**src/rtl/if_stream_fetch.sv**
```systemverilog
// if_stream_fetch: reads a contiguous block of words from the input-feature
// SRAM and replays them in order on a valid/ready stream. Reads are only
// issued when the small output FIFO has room for them, counting a read
// already in flight, so SRAM data never needs to be dropped or stalled.
// The SRAM read enable and address are registered. The issue decision for
// the next cycle is therefore made one cycle early, from next-state values.

module if_stream_fetch #(
  parameter int ADDR_W = 18,
  parameter int DATA_W = 24,
  parameter int LEN_W  = 19,
  parameter int DEPTH  = 4
) (
  input  logic              clk,
  input  logic              rst,
  input  logic              start,
  input  logic [ADDR_W-1:0] base_addr,
  input  logic [LEN_W-1:0]  length,
  output logic              busy,
  output logic              done,
  input  logic [DATA_W-1:0] RAM_IF_Q,
  output logic              RAM_IF_OE,
  output logic              RAM_IF_WE,
  output logic [ADDR_W-1:0] RAM_IF_A,
  output logic [DATA_W-1:0] RAM_IF_D,
  output logic              out_valid,
  output logic [DATA_W-1:0] out_data,
  input  logic              out_ready
);

  localparam int PTR_W = $clog2(DEPTH);
  localparam int CNT_W = PTR_W + 1;
  localparam logic [CNT_W-1:0] DEPTH_C = CNT_W'(DEPTH);

  typedef enum logic [1:0] {S_IDLE, S_FETCH, S_DRAIN, S_DONE} state_t;

  state_t              r_state;
  logic [ADDR_W-1:0]   r_base;
  logic [LEN_W-1:0]    r_len;
  logic [LEN_W-1:0]    r_issued;
  logic [LEN_W-1:0]    r_emitted;
  logic                r_oe;
  logic                r_inflight;
  logic [ADDR_W-1:0]   r_addr;
  logic                r_done;
  logic                r_busy;
  logic                r_valid;
  logic [DATA_W-1:0]   r_mem [DEPTH];
  logic [PTR_W-1:0]    r_wptr;
  logic [PTR_W-1:0]    r_rptr;
  logic [CNT_W-1:0]    r_count;

  state_t              w_state_nxt;
  logic                w_start_ok;
  logic                w_zero_start;
  logic                w_push;
  logic                w_pop;
  logic [CNT_W-1:0]    w_count_nxt;
  logic [LEN_W-1:0]    w_issued_nxt;
  logic [LEN_W-1:0]    w_emitted_nxt;
  logic [LEN_W-1:0]    w_len_nxt;
  logic [ADDR_W-1:0]   w_base_nxt;
  logic [ADDR_W-1:0]   w_addr_nxt;
  logic                w_issue_nxt;

  // Counters and FIFO occupancy as they will be after this edge
  always_comb begin
    w_push        = r_inflight;
    w_pop         = r_valid & out_ready;
    w_count_nxt   = r_count + CNT_W'(w_push) - CNT_W'(w_pop);
    w_issued_nxt  = w_start_ok ? {LEN_W{1'b0}} : (r_issued + LEN_W'(r_oe));
    w_emitted_nxt = w_start_ok ? {LEN_W{1'b0}} : (r_emitted + LEN_W'(w_pop));
    w_len_nxt     = w_start_ok ? length : r_len;
    w_base_nxt    = w_start_ok ? base_addr : r_base;
    w_addr_nxt    = w_base_nxt + w_issued_nxt[ADDR_W-1:0];
    // the read issued this cycle becomes next cycle's in-flight read
    w_issue_nxt   = (w_state_nxt == S_FETCH) && (w_issued_nxt < w_len_nxt) &&
                    ((w_count_nxt + CNT_W'(r_oe)) < DEPTH_C);
  end

  // Transfer sequencing: next state and start qualification
  always_comb begin
    w_state_nxt  = r_state;
    w_start_ok   = 1'b0;
    w_zero_start = 1'b0;
    case (r_state)
      S_IDLE: begin
        if (start) begin
          if (length != {LEN_W{1'b0}}) begin
            w_start_ok  = 1'b1;
            w_state_nxt = S_FETCH;
          end else begin
            w_zero_start = 1'b1;
          end
        end else begin
          w_state_nxt = S_IDLE;
        end
      end
      S_FETCH: begin
        if (r_oe && ((r_issued + LEN_W'(1)) == r_len)) begin
          w_state_nxt = S_DRAIN;
        end else begin
          w_state_nxt = S_FETCH;
        end
      end
      S_DRAIN: begin
        // leave on the edge of the last handshake so done follows it directly
        if (w_emitted_nxt == r_len) begin
          w_state_nxt = S_DONE;
        end else begin
          w_state_nxt = S_DRAIN;
        end
      end
      S_DONE:  w_state_nxt = S_IDLE;
      default: w_state_nxt = S_IDLE;
    endcase
  end

  // Control state, counters and registered SRAM/status outputs
  always_ff @(posedge clk) begin
    if (rst) begin
      r_state    <= S_IDLE;
      r_base     <= {ADDR_W{1'b0}};
      r_len      <= {LEN_W{1'b0}};
      r_issued   <= {LEN_W{1'b0}};
      r_emitted  <= {LEN_W{1'b0}};
      r_oe       <= 1'b0;
      r_inflight <= 1'b0;
      r_addr     <= {ADDR_W{1'b0}};
      r_done     <= 1'b0;
      r_busy     <= 1'b0;
    end else begin
      r_state    <= w_state_nxt;
      r_base     <= w_base_nxt;
      r_len      <= w_len_nxt;
      r_issued   <= w_issued_nxt;
      r_emitted  <= w_emitted_nxt;
      r_oe       <= w_issue_nxt;
      r_inflight <= r_oe;
      r_addr     <= w_issue_nxt ? w_addr_nxt : r_addr;
      r_done     <= (w_state_nxt == S_DONE) | w_zero_start;
      r_busy     <= (w_state_nxt != S_IDLE);
    end
  end

  // Output FIFO: push returning SRAM data, pop on handshake
  always_ff @(posedge clk) begin
    if (rst) begin
      for (int i = 0; i < DEPTH; i++) begin
        r_mem[i] <= {DATA_W{1'b0}};
      end
      r_wptr  <= {PTR_W{1'b0}};
      r_rptr  <= {PTR_W{1'b0}};
      r_count <= {CNT_W{1'b0}};
      r_valid <= 1'b0;
    end else begin
      if (w_push) begin
        r_mem[r_wptr] <= RAM_IF_Q;
      end
      r_wptr  <= r_wptr + PTR_W'(w_push);
      r_rptr  <= r_rptr + PTR_W'(w_pop);
      r_count <= w_count_nxt;
      r_valid <= (w_count_nxt != {CNT_W{1'b0}});
    end
  end

  assign busy      = r_busy;
  assign done      = r_done;
  assign RAM_IF_OE = r_oe;
  assign RAM_IF_A  = r_addr;
  assign RAM_IF_WE = 1'b0;
  assign RAM_IF_D  = {DATA_W{1'b0}};
  assign out_valid = r_valid;
  assign out_data  = r_mem[r_rptr];

  if_stream_fetch_chk #(.CNT_W(CNT_W), .DEPTH(DEPTH)) u_chk (
    .clk     (clk),
    .rst     (rst),
    .i_push  (w_push),
    .i_count (r_count)
  );

endmodule

// Checker: the credit scheme must never let a returning word hit a full FIFO.
module if_stream_fetch_chk #(
  parameter int CNT_W = 3,
  parameter int DEPTH = 4
) (
  input logic             clk,
  input logic             rst,
  input logic             i_push,
  input logic [CNT_W-1:0] i_count
);
  a_no_overflow: assert property (@(posedge clk) disable iff (rst)
    !(i_push && (i_count == CNT_W'(DEPTH))));
endmodule

```
**config.mk**
```make
export PLATFORM = sky130hd
export DESIGN_NAME = if_stream_fetch
export DESIGN_NICKNAME = d
export VERILOG_FILES = /design/src/rtl/if_stream_fetch.sv
export SDC_FILE = /design/constraint.sdc
export NUM_CORES = 1
export LEC_CHECK = 0
export ABC_AREA = 1
export BUFFER_PORTS_ARGS = -buffer_cell sky130_fd_sc_hd__buf_2
export CAP_MARGIN = 20
export CORE_MARGIN = 5
export CORE_UTILIZATION = 36
export CTS_CLUSTER_DIAMETER = 50
export CTS_CLUSTER_SIZE = 12
export DETAILED_ROUTE_END_ITERATION = 10
export PLACE_DENSITY_LB_ADDON = 0.3
export SYNTH_ARGS = -nofsm -noshare
export SYNTH_HDL_FRONTEND = slang
export SYNTH_SLANG_ARGS = --single-unit
```
**constraint.sdc**
```tcl
create_clock -name clk -period 3.2 [get_ports clk]
set_clock_uncertainty 0.1 [all_clocks]
set_input_delay 0.16 -clock clk [delete_from_list [all_inputs] [get_ports clk]]
set_output_delay 0.16 -clock clk [all_outputs]
set_load 0.05 [all_outputs]
```
Word level (Yosys, flattened, before mapping)
Memories as Yosys holds them, arrays and structs flattened. A register that Yosys moved wholly into a read port is not among the register bits.
Index checks and enable logic that the tools add are counted.
W data, S select, Z words.
- bits in registers: 107
- RAM bits: 96
- input bits: 65
- output and inout port bits: 71
- logic and storage cells: 67
- memories: 1
- memory list (memory ; depth ; bits a word ; rd ports ; clocked after Yosys merged registers in ; write ports ; line ; RTL):
    r_mem ; 4 ; 24 ; 1 ; 1 ; 4 ; 48 ; logic [DATA_W-1:0] r_mem [DEPTH];
- add/sub/neg operators: 9
- magnitude comparators: 2
- equality and inequality tests: 7
- mux-type cells: 24
- bitwise gates (word level): 2
- reduce and logical (&&, ||, !) cells: 8
- operator list (kind ; count):
    $mux W19 ; 3
    $add A19 B1 Y19 ; 2
    $eq A19 B19 Y1 ; 2
    $mux W24 ; 1
    $reduce_or A24 Y1 ; 1
    $add A19 B1 Y19 const B ; 1
    $lt A19 B19 Y1 ; 1
    $reduce_bool A19 Y1 ; 1
    $add A18 B18 Y18 ; 1
    $mux W18 ; 1
    $mux W1 ; 13
    $mux W2 ; 5
    $pmux W2 S4 ; 1
    $add A3 B1 Y3 ; 2
    $eq A2 B2 Y1 const B ; 3
    $add A2 B1 Y2 ; 2
    $eq A2 B1 Y1 const B ; 2
    $logic_and A1 B1 Y1 ; 3
    $lt A3 B3 Y1 const B ; 1
    $reduce_bool A3 Y1 ; 1
    $sub A3 B1 Y3 ; 1
    $logic_not A2 Y1 ; 1
    $reduce_bool A2 Y1 ; 1
    $and A1 B1 Y1 ; 1
    $or A1 B1 Y1 ; 1

Depth between registers and ports, before layout
- depth in word-level cells: 11
- depth in mapped cells: 26
- mapped depth without buffers: 23

Worst setup path before layout
OpenSTA, ideal clock, no wires.
- path kind: reg2reg
- start: register r_oe, in the netlist RAM_IF_OE
- end: register r_addr[10], in the netlist RAM_IF_A[10]
- library setup time: 117 ps
- data arrival time: 3531 ps
- required time: 2983 ps
- slack: -548 ps
- stages on the path, launching flop included: 22
- buffers on the path: 1
- period minus slack after synthesis: 3748 ps
- cell sequence: dfxtp_1 ha_1 ha_1 nand2_1 nor2_1 nand2_1 nor2_1 inv_1 nor4_1 a21oi_1 nor3_1 ha_1 nand4_1 nor4_1 nand4_1 nor2_1 nand2_1 nand4_1 nor2_2 buf_4 a21oi_1 nor2_1
- elaborated cells on any way between the ends: 12
- classes of those cells: add/sub (3); order compare (2); eq/ne (1); mux (3); reduce/logical (3)
- RTL lines (item ; line ; RTL):
    from (decl) ; 42 ; logic r_oe;
    from (signal assigned) ; 138 ; r_oe <= w_issue_nxt;
    $add A19 B1 Y19 ; 71 ; w_issued_nxt = w_start_ok ? {LEN_W{1'b0}} : (r_issued + LEN_W'(r_oe));
    $mux W19 ; 71 ;
    via w_issued_nxt[16] ; 59 ; logic [LEN_W-1:0] w_issued_nxt;
    $lt A19 B19 Y1 ; 77 ; w_issue_nxt = (w_state_nxt == S_FETCH) && (w_issued_nxt < w_len_nxt) &&
    $logic_and A1 B1 Y1 (2 in series) ; 77 ;
    to (signal assigned) ; 129 ; r_addr <= {ADDR_W{1'b0}};
    to (signal assigned) ; 140 ; r_addr <= w_issue_nxt ? w_addr_nxt : r_addr;
    to (decl) ; 44 ; logic [ADDR_W-1:0] r_addr;
The timed path passes the listed nets, and every way through them passes these cells.
A chain may end at the register's enable or synchronous reset.

Worst setup path in the final report
- start: register r_oe, in the netlist RAM_IF_OE
- end: register r_addr[2], in the netlist RAM_IF_A[2]
The elaborated chain is that of the path after synthesis.

==> key figures <==
Outcome
  • Status: finished with violations
  • Violations in the final reports: negative setup slack

Pwr
  • Peak supply drop: 0.0005354 V
  • Pwr dens: 625.9 mW/mm²
  • Leakage dissipation: 0.007292 µW
  • Psw: 3644 µW
  • Combinational group share of total power: 35.1%
  • P_int: 6023 µW
  • Net Sw Frac: 37.69%
  • Sequential share of power: 32.0%
  • Clock Power Share: 32.9%

Placement
  • Placer Congestion: 0.9885
  • Pre-CTS setup slack: -0.3208 ns
  • Port Buffers: 110
  • DPL Wire Length: 25.26 mm

Logic synthesis
  • Cell variety after synth: 47
  • Register area share after synthesis: 43.81%
  • Ys Warns: 0
  • Synthesis-stage register bit count: 203
  • Post-Syn Area: 0.01147 mm²
  • Syn Inst Count: 1542
  • Syn avg cell area: 7.437 µm²

Final layout
  • Register area: 0.005031 mm²
  • Nets: 1976
  • Synth-to-layout area growth: 34.67%
  • Most common cell after layout, fill and taps aside: nor2_1
  • FILL cells: 3047
  • Commonest cells after routing, fill and taps aside: nor2_1 (322), nand2_1 (306), buf_4 (174)
  • Share of post-route cells with drive strength above 1: 21.95%
  • Area of the multi-input gates: 0.005652 mm²
  • # diodes: 0
  • Layout Utilization: 49.07%

Timing
  • Final hold violation count: 0
  • Slew Viols, Final: 0
  • Slew margin rel.: 35.21%
  • Final TNS setup: -2.593 ns
  • Final setup fails: 19
  • FMAX: 0.2953 GHz
  • Period utilization: 105.8%
  • Least-Margin Pin Slew: 0.9718 ns
  • RSZ-0062 raised after global routing: true
  • Shortest period the worst path allows: 3.387 ns
  • Fin worst setup slack: -0.1868 ns

Setup path
  • Crit Path Category: reg2reg
  • Crit path capture type: register
  • Critical path startpoint category: register
  • Worst path required time: 3.56 ns
  • CP arrival: 3.75 ns
  • Crit path max fanout: 6

Drt
  • Drt drc: 0
  • DR iter-0 viols: 574
  • TritonRoute pass-1 iters: 5
  • DR vias/cell: 4.802
  • Via count: 11012
  • Detail Route Antenna Nets: 0
  • Avg WL per Cell: 15.36 µm
  • Post-Route WL: 35.22 mm

Clock network
  • CTS tree: built
  • CTS Buffer Depth: 3
  • Worst-path clk slew: 0.06 ns
  • H-tree depth: 1
  • Clk_lat worst skew: 0.57 ns
  • CTS Buf Count: 31
  • Clock Tree Root: clkbuf_16
  • Clock sink count: 203

Die
  • Full die area: 0.03553 mm²
  • Core ar.: 0.03147 mm²
  • DIE WIDTH: 188.5 µm
  • Starting Density: 36.44%
  • Die Span Y: 188.5 µm
  • Cell Rows: 65
  • IO Pins: 136

GRT
  • Grt ovf: 0
  • Tot GR Track Use: 19.43%
  • Vias in the first global route: 10990
  • Maximum number of pins on one net before global-route repair: 85
  • Initial antenna violation count: 0
  • First-pass GRT wire length: 56.37 mm

Hold path
  • Hold Crit Class: in2reg

Flow run
  • Max Cap Violations: 0
-- critical path, cell delays in order (launching register included) --
cell	delay [ns]
dfxtp_4	0.35
ha_4	0.16
buf_6	0.11
ha_4	0.16
buf_4	0.12
buf_4	0.13
nand4_1	0.09
xor2_1	0.28
nor2_1	0.08
ha_1	0.33
nand4_1	0.19
nor4_2	0.23
nand4_1	0.13
nor2_1	0.12
nand2_1	0.05
nand4_1	0.11
nor2_4	0.08
buf_12	0.16
buf_8	0.13
a21oi_2	0.12
nor2_1	0.06
-- power groups by stage --
| stage | clock network (µW) | registers (µW) | logic [µW] |
|---|---|---|---|
| CTS | 3250 | 3100 | 3560 |
| finish | 3180 | 3100 | 3390 |
| global placement | 0 | 3130 | 2920 |
| floorplan | 0 | 3400 | 1820 |
| detailed placement | 0 | 3140 | 2940 |
| global route | 3370 | 3120 | 3690 |
-- repair_timing --
action,4_1_cts,5_1_grt
gates cloned,2,0
hold buffers,54,0
endpoints found under the setup margin,19,22
endpoints found under the hold margin,126,0
pin swaps,3,9
resized for setup,45,25
setup buffers,4,5
-- registers in the layout, indices dropped and copies added, names as in the netlist, 2 cells and up --
signal	count
r_mem	96
r_emitted	19
r_issued	19
r_len	19
RAM_IF_A	18
r_base	18
r_count	3
r_rptr	2
r_state	2
r_wptr	2
-- synthesized netlist by cell type, drive strengths merged --
master	count	area [µm²]
a211oi	1	7.510
nor4	9	56.30
a41oi	1	8.760
o21a	3	22.52
xnor2	16	140.1
mux2i	3	30.03
a31oi	1	6.260
o21bai	9	67.56
ha	43	538.0
edfxtp	96	2883
clkbuf	41	155.1
a2111oi	2	17.52
nor3	27	135.1
nor2	335	1285
nand3b	6	45.04
o21ai	90	450.4
or2	2	12.51
and2	1	6.260
clkinv	1	3.750
xor2	25	219.0
conb	1	3.750
nor3b	1	7.510
nand2b	1	6.260
o221ai	1	8.760
o31ai	1	7.510
buf	43	310.3
fa	2	40.04
nand4	27	168.9
nand3	87	445.4
o22ai	24	150.1
dfxtp	107	2142
a21oi	40	204.0
nand2	312	1179
a21o	3	22.52
inv	178	668.1
o211ai	2	15.01
-- per-layer routing --
metal	GRT usage, %	up-vias	share of wire [%]	wire length, µm
met4	5.746	0	2.8	981
met2	34.54	306	49	17090
met3	2.779	65	6.3	2235
met1	24.56	5027	42	14910
li1	-	5614	-	-
met5	0	-	0	0
-- cells by family after synthesis --
family                   count (synthesis)  synth area share, %
XOR/XNOR                                41                3.131
buffers and inverters                  263                9.917
multiplexers                             3               0.2618
AO/OA/AOI/OAI                          178                8.619
adder cells (fa/ha/maj)                 45                5.040
flip-flops                             203                43.81
AND/OR/NAND/NOR                        808                29.18
other                                    1              0.03270
-- final timing paths --
kind / startpoint / to / slack [ns] / cells past startpoint
max: RAM_IF_OE$_SDFF_PP0_ / RAM_IF_A[2]$_SDFFE_PP0P_ / -0.19 / 20
min: length[8] / r_len[8]$_SDFF_PP0_ / 0.03 / 4
max reg2reg: RAM_IF_OE$_SDFF_PP0_ / RAM_IF_A[2]$_SDFFE_PP0P_ / -0.19 / 20
min reg2reg: RAM_IF_A[3]$_SDFFE_PP0P_ / RAM_IF_A[3]$_SDFFE_PP0P_ / 0.38 / 2
-- area by class of cell --
cell class                 instances  area share [%]
clock buffer                      37           5.169
clock inverter                    21           1.175
inverter                         179           4.366
multi-input combinational       1100           36.59
sequential                       203           32.57
tap                              402           3.257
timing repair buffer             351           16.87
-- through the flow --
stage               hold slack [ns]  cell area, µm²  power, µW  instances
global route                0.05155           15440      10170       2293
detailed placement           0.3696           13580       6081       2171
finish                      0.02516           15440       9667       2293
global placement             0.3657           13580       6057       2171
floorplan                    0.2288           11610       5220       1566
CTS                         0.01687           15370       9902       2289
(Power assumes the default switching activity.)
